<file path="src/rtl/controller_pkg.sv">
// Shared encodings for the controller action path: input codes, direction
// values and the action_filter FSM state constants.
package controller_pkg;

    localparam logic [2:0] CODE_UP    = 3'b000;
    localparam logic [2:0] CODE_DOWN  = 3'b001;
    localparam logic [2:0] CODE_RIGHT = 3'b010;
    localparam logic [2:0] CODE_LEFT  = 3'b011;
    localparam logic [2:0] CODE_PAUSE = 3'b100;
    localparam logic [2:0] CODE_NONE  = 3'b111;

    typedef enum logic [1:0] {
        DIR_UP    = 2'b00,
        DIR_DOWN  = 2'b01,
        DIR_RIGHT = 2'b10,
        DIR_LEFT  = 2'b11
    } dir_t;

    typedef logic [1:0] state_t;

    localparam state_t ST_IDLE = 2'd0;
    localparam state_t ST_QUAL = 2'd1;
    localparam state_t ST_HELD = 2'd2;

endpackage

</file>
<file path="src/rtl/code_debounce.sv">
// Registers the raw action code and counts consecutive identical samples;
// qualify_pulse is a single-cycle strobe in the cycle after the qualifying sample.
module code_debounce
    import controller_pkg::*;
#(
    parameter int DEB_CYCLES = 16
) (
    input  logic       clk,
    input  logic       rst,
    input  logic [2:0] code_in,
    output logic [2:0] stable_code,
    output logic       qualify_pulse
);

    localparam logic [7:0] DEB_MAX = 8'(DEB_CYCLES);
    // Counter holds (samples - 1), so this value means the next matching sample is the last one needed.
    localparam logic [7:0] DEB_PRE = 8'(DEB_CYCLES - 2);

    logic [7:0] cnt;
    logic       same;

    assign same = (code_in == stable_code);

    always_ff @(posedge clk) begin
        if (rst) begin
            stable_code   <= CODE_NONE;
            cnt           <= '0;
            qualify_pulse <= 1'b0;
        end else begin
            stable_code   <= code_in;
            qualify_pulse <= same && (cnt == DEB_PRE);
            if (!same)
                cnt <= '0;
            else if (cnt != DEB_MAX)
                cnt <= cnt + 8'd1;
        end
    end

endmodule

</file>
<file path="src/rtl/action_filter.sv">
// Turns debounced action codes into direction commands with auto-repeat,
// reverse-direction rejection, pause toggling and a one-entry output buffer.
module action_filter
    import controller_pkg::*;
#(
    parameter int DEB_CYCLES    = 16,
    parameter int REPEAT_CYCLES = 1024
) (
    input  logic       clk,
    input  logic       rst,
    input  logic [2:0] code_in,
    output logic       cmd_valid,
    output logic [1:0] cmd_dir,
    input  logic       cmd_ready,
    output logic       paused
);

    localparam logic [15:0] REP_LAST = 16'(REPEAT_CYCLES - 1);

    logic [2:0]  stable_code;
    logic        qualify_pulse;
    state_t      state;
    logic [15:0] rep_cnt;
    dir_t        last_dir;

    logic changed, is_dir, is_pause;
    logic qual_evt, rep_evt, dir_evt;
    logic reverse, accept, pause_toggle, pause_enter, hs;

    code_debounce #(
        .DEB_CYCLES(DEB_CYCLES)
    ) u_deb (
        .clk          (clk),
        .rst          (rst),
        .code_in      (code_in),
        .stable_code  (stable_code),
        .qualify_pulse(qualify_pulse)
    );

    assign changed  = (code_in != stable_code);
    assign is_dir   = ~stable_code[2];
    assign is_pause = (stable_code == CODE_PAUSE);

    // A qualification still counts even if the code moves on in the same cycle.
    assign qual_evt = (state == ST_QUAL) && qualify_pulse;
    assign rep_evt  = (state == ST_HELD) && !changed && (rep_cnt == REP_LAST);
    assign dir_evt  = is_dir && (qual_evt || rep_evt);

    assign reverse      = (stable_code[1] == last_dir[1]) && (stable_code[0] != last_dir[0]);
    assign accept       = dir_evt && !paused && !reverse;
    assign pause_toggle = qual_evt && is_pause;
    assign pause_enter  = pause_toggle && !paused;
    assign hs           = cmd_valid && cmd_ready;

    always_ff @(posedge clk) begin
        if (rst) begin
            state <= ST_IDLE;
        end else begin
            case (state)
                ST_IDLE: if (changed) state <= ST_QUAL;
                ST_QUAL: begin
                    if (changed)
                        state <= ST_QUAL;
                    else if (qualify_pulse)
                        state <= ST_HELD;
                end
                ST_HELD: if (changed) state <= ST_QUAL;
                default: state <= ST_IDLE;
            endcase
        end
    end

    always_ff @(posedge clk) begin
        if (rst)
            rep_cnt <= '0;
        else if (qual_evt && !changed)
            rep_cnt <= '0;
        else if (state == ST_HELD)
            rep_cnt <= (rep_cnt == REP_LAST) ? 16'd0 : rep_cnt + 16'd1;
    end

    always_ff @(posedge clk) begin
        if (rst)
            paused <= 1'b0;
        else if (pause_toggle)
            paused <= ~paused;
    end

    // Pause entry wins over everything; a same-cycle handshake and new load keeps valid high.
    always_ff @(posedge clk) begin
        if (rst) begin
            cmd_valid <= 1'b0;
            cmd_dir   <= DIR_RIGHT;
        end else if (pause_enter) begin
            cmd_valid <= 1'b0;
        end else if (accept) begin
            cmd_valid <= 1'b1;
            cmd_dir   <= stable_code[1:0];
        end else if (hs) begin
            cmd_valid <= 1'b0;
        end
    end

    always_ff @(posedge clk) begin
        if (rst)
            last_dir <= DIR_RIGHT;
        else if (hs)
            last_dir <= dir_t'(cmd_dir);
    end

endmodule

</file>
<file path="config.mk">
export PLATFORM = sky130hd
export DESIGN_NAME = action_filter
export DESIGN_NICKNAME = d
export VERILOG_FILES = /design/src/rtl/controller_pkg.sv /design/src/rtl/code_debounce.sv /design/src/rtl/action_filter.sv
export SDC_FILE = /design/constraint.sdc
export NUM_CORES = 1
export LEC_CHECK = 0
export CAP_MARGIN = 0
export CORE_AREA = 5 5 62 64
export DETAILED_ROUTE_END_ITERATION = 16
export DIE_AREA = 0 0 67 69
export PLACE_DENSITY_LB_ADDON = 0.15
export SYNTH_ARGS = -nofsm -noshare
export SYNTH_HDL_FRONTEND = slang
export SYNTH_HIERARCHICAL = 1
export SYNTH_SLANG_ARGS = --single-unit
export TNS_END_PERCENT = 10
</file>
<file path="constraint.sdc">
create_clock -name clk -period 2.94 [get_ports clk]
set_input_delay 0.588 -clock clk [delete_from_list [all_inputs] [get_ports clk]]
set_output_delay 0.588 -clock clk [all_outputs]
set_load 0.03 [all_outputs]
</file>
==> out/results.ini, run 1 <==
[status]
run_status=complete, no violations

[detailed_routing]
dr_wl_met2_um=1820
totalWireLength_um=3710
routedWlPerCell_um=13.8
drt_iter0_drc=144
avgViaCountPerCell=5.87
top_layer=met4
drc_errors=0
first_pass_iters=4
routed-via-count=1580
dr_wl_met3_um=152
wl_met1_um=1640
drtAntennaViolNets=0

[place]
place_congestion=0.892
port_buffers=9
placed_area_um2=1980
dp_hpwl_um=2670

[timing]
setup-tns-final_ns=0
worst_pin_slew_ns=0.854
skew_ns=0.0152
post-route-period-util=0.766
hold-worst-slack_ns=0.488
period_needed_ns=2.25
finalSetupViolations=0
rsz0062_at_grt=no
drv_slew=0
fmax_mhz=444
hold_violations=0
slew_headroom=0.425

[power]
power.switching_w=0.000208
irDropWorstVdd_mv=0.305
p_seq_frac=0.556
pwr-share-clk=0.378
switching_share=0.228
power.total_w=0.000909
power_density_nw_per_um2=441
power_leakage_nw=0.688
p_comb_frac=0.067
internal_power_w=0.000702

[critical_path]
crit_type=register to register
critical_path_peak_fanout=10
critPathLaunch=rep_cnt[0]
crit_path_end=rep_cnt[5]
start_kind=register
worstPathRequired_ns=3.14
rrSetupSlack_ns=0.69
crit_arrival_ns=2.45
endpoint_kind=register
reg2reg_depth=5
r2r_start=rep_cnt[0]
r2r-end=rep_cnt[5]

[logic_synthesis]
async_reset_ff_frac=0
ys_seq_area_frac=0.390
ys_ff_latch=36
yosysWarnings=6
netlist_area_um2=1850
synthTopCellsByArea=dfxtp_1, xnor2_1, xor2_1
synth-edff-count=0
synth_nets=218
post_synth.cell_area_avg_um2=8.88
synth_top_area_cell=dfxtp_1
synth_top_cell_area_share=0.390
synthFlopType=dfxtp_1
syn_inst=208
synthDistinctLibCells=41

[hold_path]
hp-class=register to register

[clock_tree]
clk_latency_ns=0.35
cts_max_level=2
cts_setup_buffers=0
cts_tree=built
clkTransAtPathRegs_ns=0.10
ctsHoldBuffers=0
cts_sinks=36
cts_max_path_buffers=2
root_buffer=clkbuf_4
numCtsBuffers=5
ctsResizeCount=0

[global_route]
antenna_found_initial=0
grt-ovfl-total=0
grt_start_max_net_pins=14
grt_pass1_wl_um=6350
grt_pass1_vias=1499
grt.total_usage=0.173

[floorplanning]
ioPinCount=10
core_area_um2=3230
die_h_um=69
dieArea_um2=4620
num_rows=21
initial_utilization=0.572
die_w_um=67

[cells_and_area]
drive_gt1_frac=0.117
final_cell_mix=dfxtp_1, nor2_1, nand2_1, xnor2_1
final_common_cell=dfxtp_1
final_util=0.638
antenna_cells=0
final_area_um2=2060
nNetsFinal=232
n_fill_cell=295
syn2layout_area_growth_pct=11.5

[flow_run]
cap_violations=0

## metal layers
metal | up-vias | track usage
met5 | - | 0
met4 | 0 | 0.0833
met3 | 14 | 0.0536
met2 | 41 | 0.276
met1 | 751 | 0.206
li1 | 774 | -
## layout make-up
type,count,area (µm²),share of cell area
Multi-Input combinational cell,160,1070,0.522
Sequential cell,36,721,0.350
Timing Repair Buffer,10,97.6,0.0474
Tap cell,46,57.6,0.0279
Clock buffer,6,41.3,0.0200
Clock inverter,2,35.0,0.0170
Inverter,9,33.8,0.0164
## per-stage QoR
step           worst slack, ns  std cells
2_1_floorplan            0.933        208
3_3_place_gp             0.415        261
3_5_place_dp             0.356        261
4_1_cts                  0.675        269
5_1_grt                  0.469        269
6_report                 0.689        269
## cell usage after synthesis (all sizes together) (3+ instances only)
cell type,count
or4,4
or3,7
o211ai,4
nand4b,3
dfxtp,36
nand4,8
ha,4
xnor2,12
nand2b,4
nor4,5
a211oi,4
inv,9
nor2,20
o21ai,6
nor3,11
or2,4
nand3,9
a21oi,10
xor2,10
nand2,15
## power groups by stage
| stage | sequential [W] | clock, W | combinational (W) |
|---|---|---|---|
| 5_1_grt | 0.000507 | 0.000378 | 0.0000655 |
| 2_1_floorplan | 0.000518 | 0 | 0.0000366 |
| 3_3_place_gp | 0.000516 | 0 | 0.0000582 |
| 6_report | 0.000505 | 0.000344 | 0.0000606 |
| 3_5_place_dp | 0.000516 | 0 | 0.0000605 |
| 4_1_cts | 0.000505 | 0.000352 | 0.0000608 |
## logic make-up after synthesis
kind of cell / synth area share
adder cells (fa/ha/maj): 0.0271
AO/OA/AOI/OAI: 0.120
AND/OR/NAND/NOR: 0.320
multiplexers: 0.0108
XOR/XNOR: 0.104
flip-flops: 0.390
buffers and inverters: 0.0284
## sequential cells by signal, summed over array words and instances (netlist names)
register and count:
cmd_dir 2, cmd_valid 1, last_dir 2, paused 1, rep_cnt 16, state 2
u_deb/cnt 8, u_deb/qualify_pulse 1, u_deb/stable_code 3
## worst min-delay path by stage
stage                            from           to  slack [ns]  cells after the start
after floorplan           last_dir[0]  last_dir[0]        0.45                      2
after global placement    last_dir[0]  last_dir[0]        0.46                      2
after detailed placement  last_dir[0]  last_dir[0]        0.48                      2
after CTS                 last_dir[0]  last_dir[0]        0.49                      2
after global routing      last_dir[0]  last_dir[0]        0.54                      2
final                     last_dir[0]  last_dir[0]        0.49                      2
## critical path, cell delays in order, from the launching register on
cell	delay [ns]
dfxtp_1	0.42
ha_1	0.21
nand4_1	0.30
or3_1	0.46
o21bai_1	0.62
nor2_1	0.10
(Power assumes the default switching activity.)
==> run 2: changes to the inputs <==
- CORE_AREA: 5 5 62 64 -> 5 5 66 68
- DIE_AREA: 0 0 67 69 -> 0 0 71 73
- clock period: 2.94 -> 1.9 ns (I/O delays scaled with it)
==> run 2 against run 1 <==
Power up 63%; critical path depth unchanged; via count up 5.1%; clock skew down 0.011 ns; final cell count up 11%; flip-flop and latch count unchanged; largest power group unchanged.
==> out/results.ini, run 2 (same netlist as run 1, synthesis figures left out) <==
[clock_tree]
cts_sinks=36
clkTransAtPathRegs_ns=0.07
cts_max_path_buffers=2
cts_tree=built
root_buffer=clkbuf_8
cts_max_level=2
clk_latency_ns=0.28
numCtsBuffers=5

[timing]
setup-tns-final_ns=0
skew_ns=0.00443
fmax_mhz=548
rsz0062_at_grt=no
finalSetupViolations=0
drv_slew=0
period_needed_ns=1.82
worst_pin_slew_ns=0.469
slew_headroom=0.683
hold_violations=0
post-route-period-util=0.960

[global_route]
antenna_found_initial=0
grt_pass1_wl_um=6970
grt_pass1_vias=1567
grt_start_max_net_pins=11
grt.total_usage=0.169
grt-ovfl-total=0

[detailed_routing]
drc_errors=0
drt_iter0_drc=90
drtAntennaViolNets=0
avgViaCountPerCell=5.56
totalWireLength_um=4020
routedWlPerCell_um=13.4
first_pass_iters=6
routed-via-count=1661

[place]
port_buffers=9
dp_hpwl_um=3040
place_congestion=0.941

[status]
run_status=complete, no violations

[cells_and_area]
regMostFlops=rep_cnt
seqCellArea_um2=723
final_cell_mix=dfxtp_1, buf_4, nor2_1, nand2_1, xnor2_1
top_regs=rep_cnt (16), u_deb/cnt (8), u_deb/stable_code (3)
antenna_cells=0
n_fill_cell=337
nNetsFinal=259
multi_input_area_um2=1100
syn2layout_area_growth_pct=26.3
largest_register_ffs=16
final_common_cell=dfxtp_1
drive_gt1_frac=0.237

[power]
power.total_w=0.00148
power_leakage_nw=0.835
power_density_nw_per_um2=636
irDropWorstVdd_mv=0.415

[floorplanning]
initial_utilization=0.486
die_w_um=71
num_rows=23
die_h_um=73
ioPinCount=10
core_area_um2=3800
dieArea_um2=5180

[hold_path]
hold-path-cell-count=2
hp-class=register to register

[critical_path]
worstPathRequired_ns=2.08
reg2reg_depth=5
critical_path_peak_fanout=4
crit_arrival_ns=2.00
endpoint_kind=register
crit_type=register to register
start_kind=register

[flow_run]
cap_violations=0

==> run 2: metal layers <==
| metal | vias up | wire (µm) | GRT usage |
|---|---|---|---|
| met1 | 791 | 1810 | 0.207 |
| li1 | 833 | - | - |
| met4 | 0 | 66 | 0.0626 |
| met3 | 7 | 155 | 0.0455 |
| met2 | 30 | 1980 | 0.285 |
| met5 | - | 0 | 0 |
==> run 2: cell type report <==
class | count | share of cell area
clock buffers | 7 | 0.0413
inverters | 9 | 0.0145
multi-input cells | 160 | 0.472
flip-flops and latches | 36 | 0.310
well taps | 50 | 0.0268
repair buffers | 37 | 0.135
==> run 2: worst max-delay path: stages, from the launching register on <==
cell and delay, ns:
dfxtp_2 0.35, ha_4 0.14, nand4_1 0.14, or4_4 0.48, or4_1 0.46, and3_1 0.15
==> run 2: power by group <==
group | internal, W | total, W | switching (W) | leakage, nW
logic | 0.0000666 | 0.000125 | 0.0000589 | 0.492
registers | 0.000766 | 0.000779 | 0.0000130 | 0.293
clock network | 0.000323 | 0.000579 | 0.000256 | 0.0503
==> run 2: final timing paths <==
check / start / to / slack, ns
hold reg to reg: last_dir[0] / last_dir[0] / 0.47
setup reg to reg: rep_cnt[0] / cmd_dir[1] / 0.08
hold / removal: last_dir[0] / last_dir[0] / 0.47
setup / recovery: rep_cnt[0] / cmd_dir[1] / 0.08
==> run 2: what timing repair did <==
action                                  4_1_cts  5_1_grt
buffers inserted                              0        2
hold buffers                                  0        0
pin swaps                                     0        2
cloned                                        0        0
endpoints found under the setup margin        2        2
gates resized for setup                       1        4
==> run 2: metrics by stage <==
stage	utilization	setup WS [ns]	cells	hold WS [ns]	cell area, µm²
finish	0.614	0.0759	299	0.469	2330
global route	0.614	0.00159	299	0.501	2330
CTS	0.605	0.0152	297	0.470	2300
detailed placement	0.580	-0.414	290	0.460	2200
global placement	0.580	-0.353	290	0.455	2200
floorplan	-	0.00194	208	0.449	1860
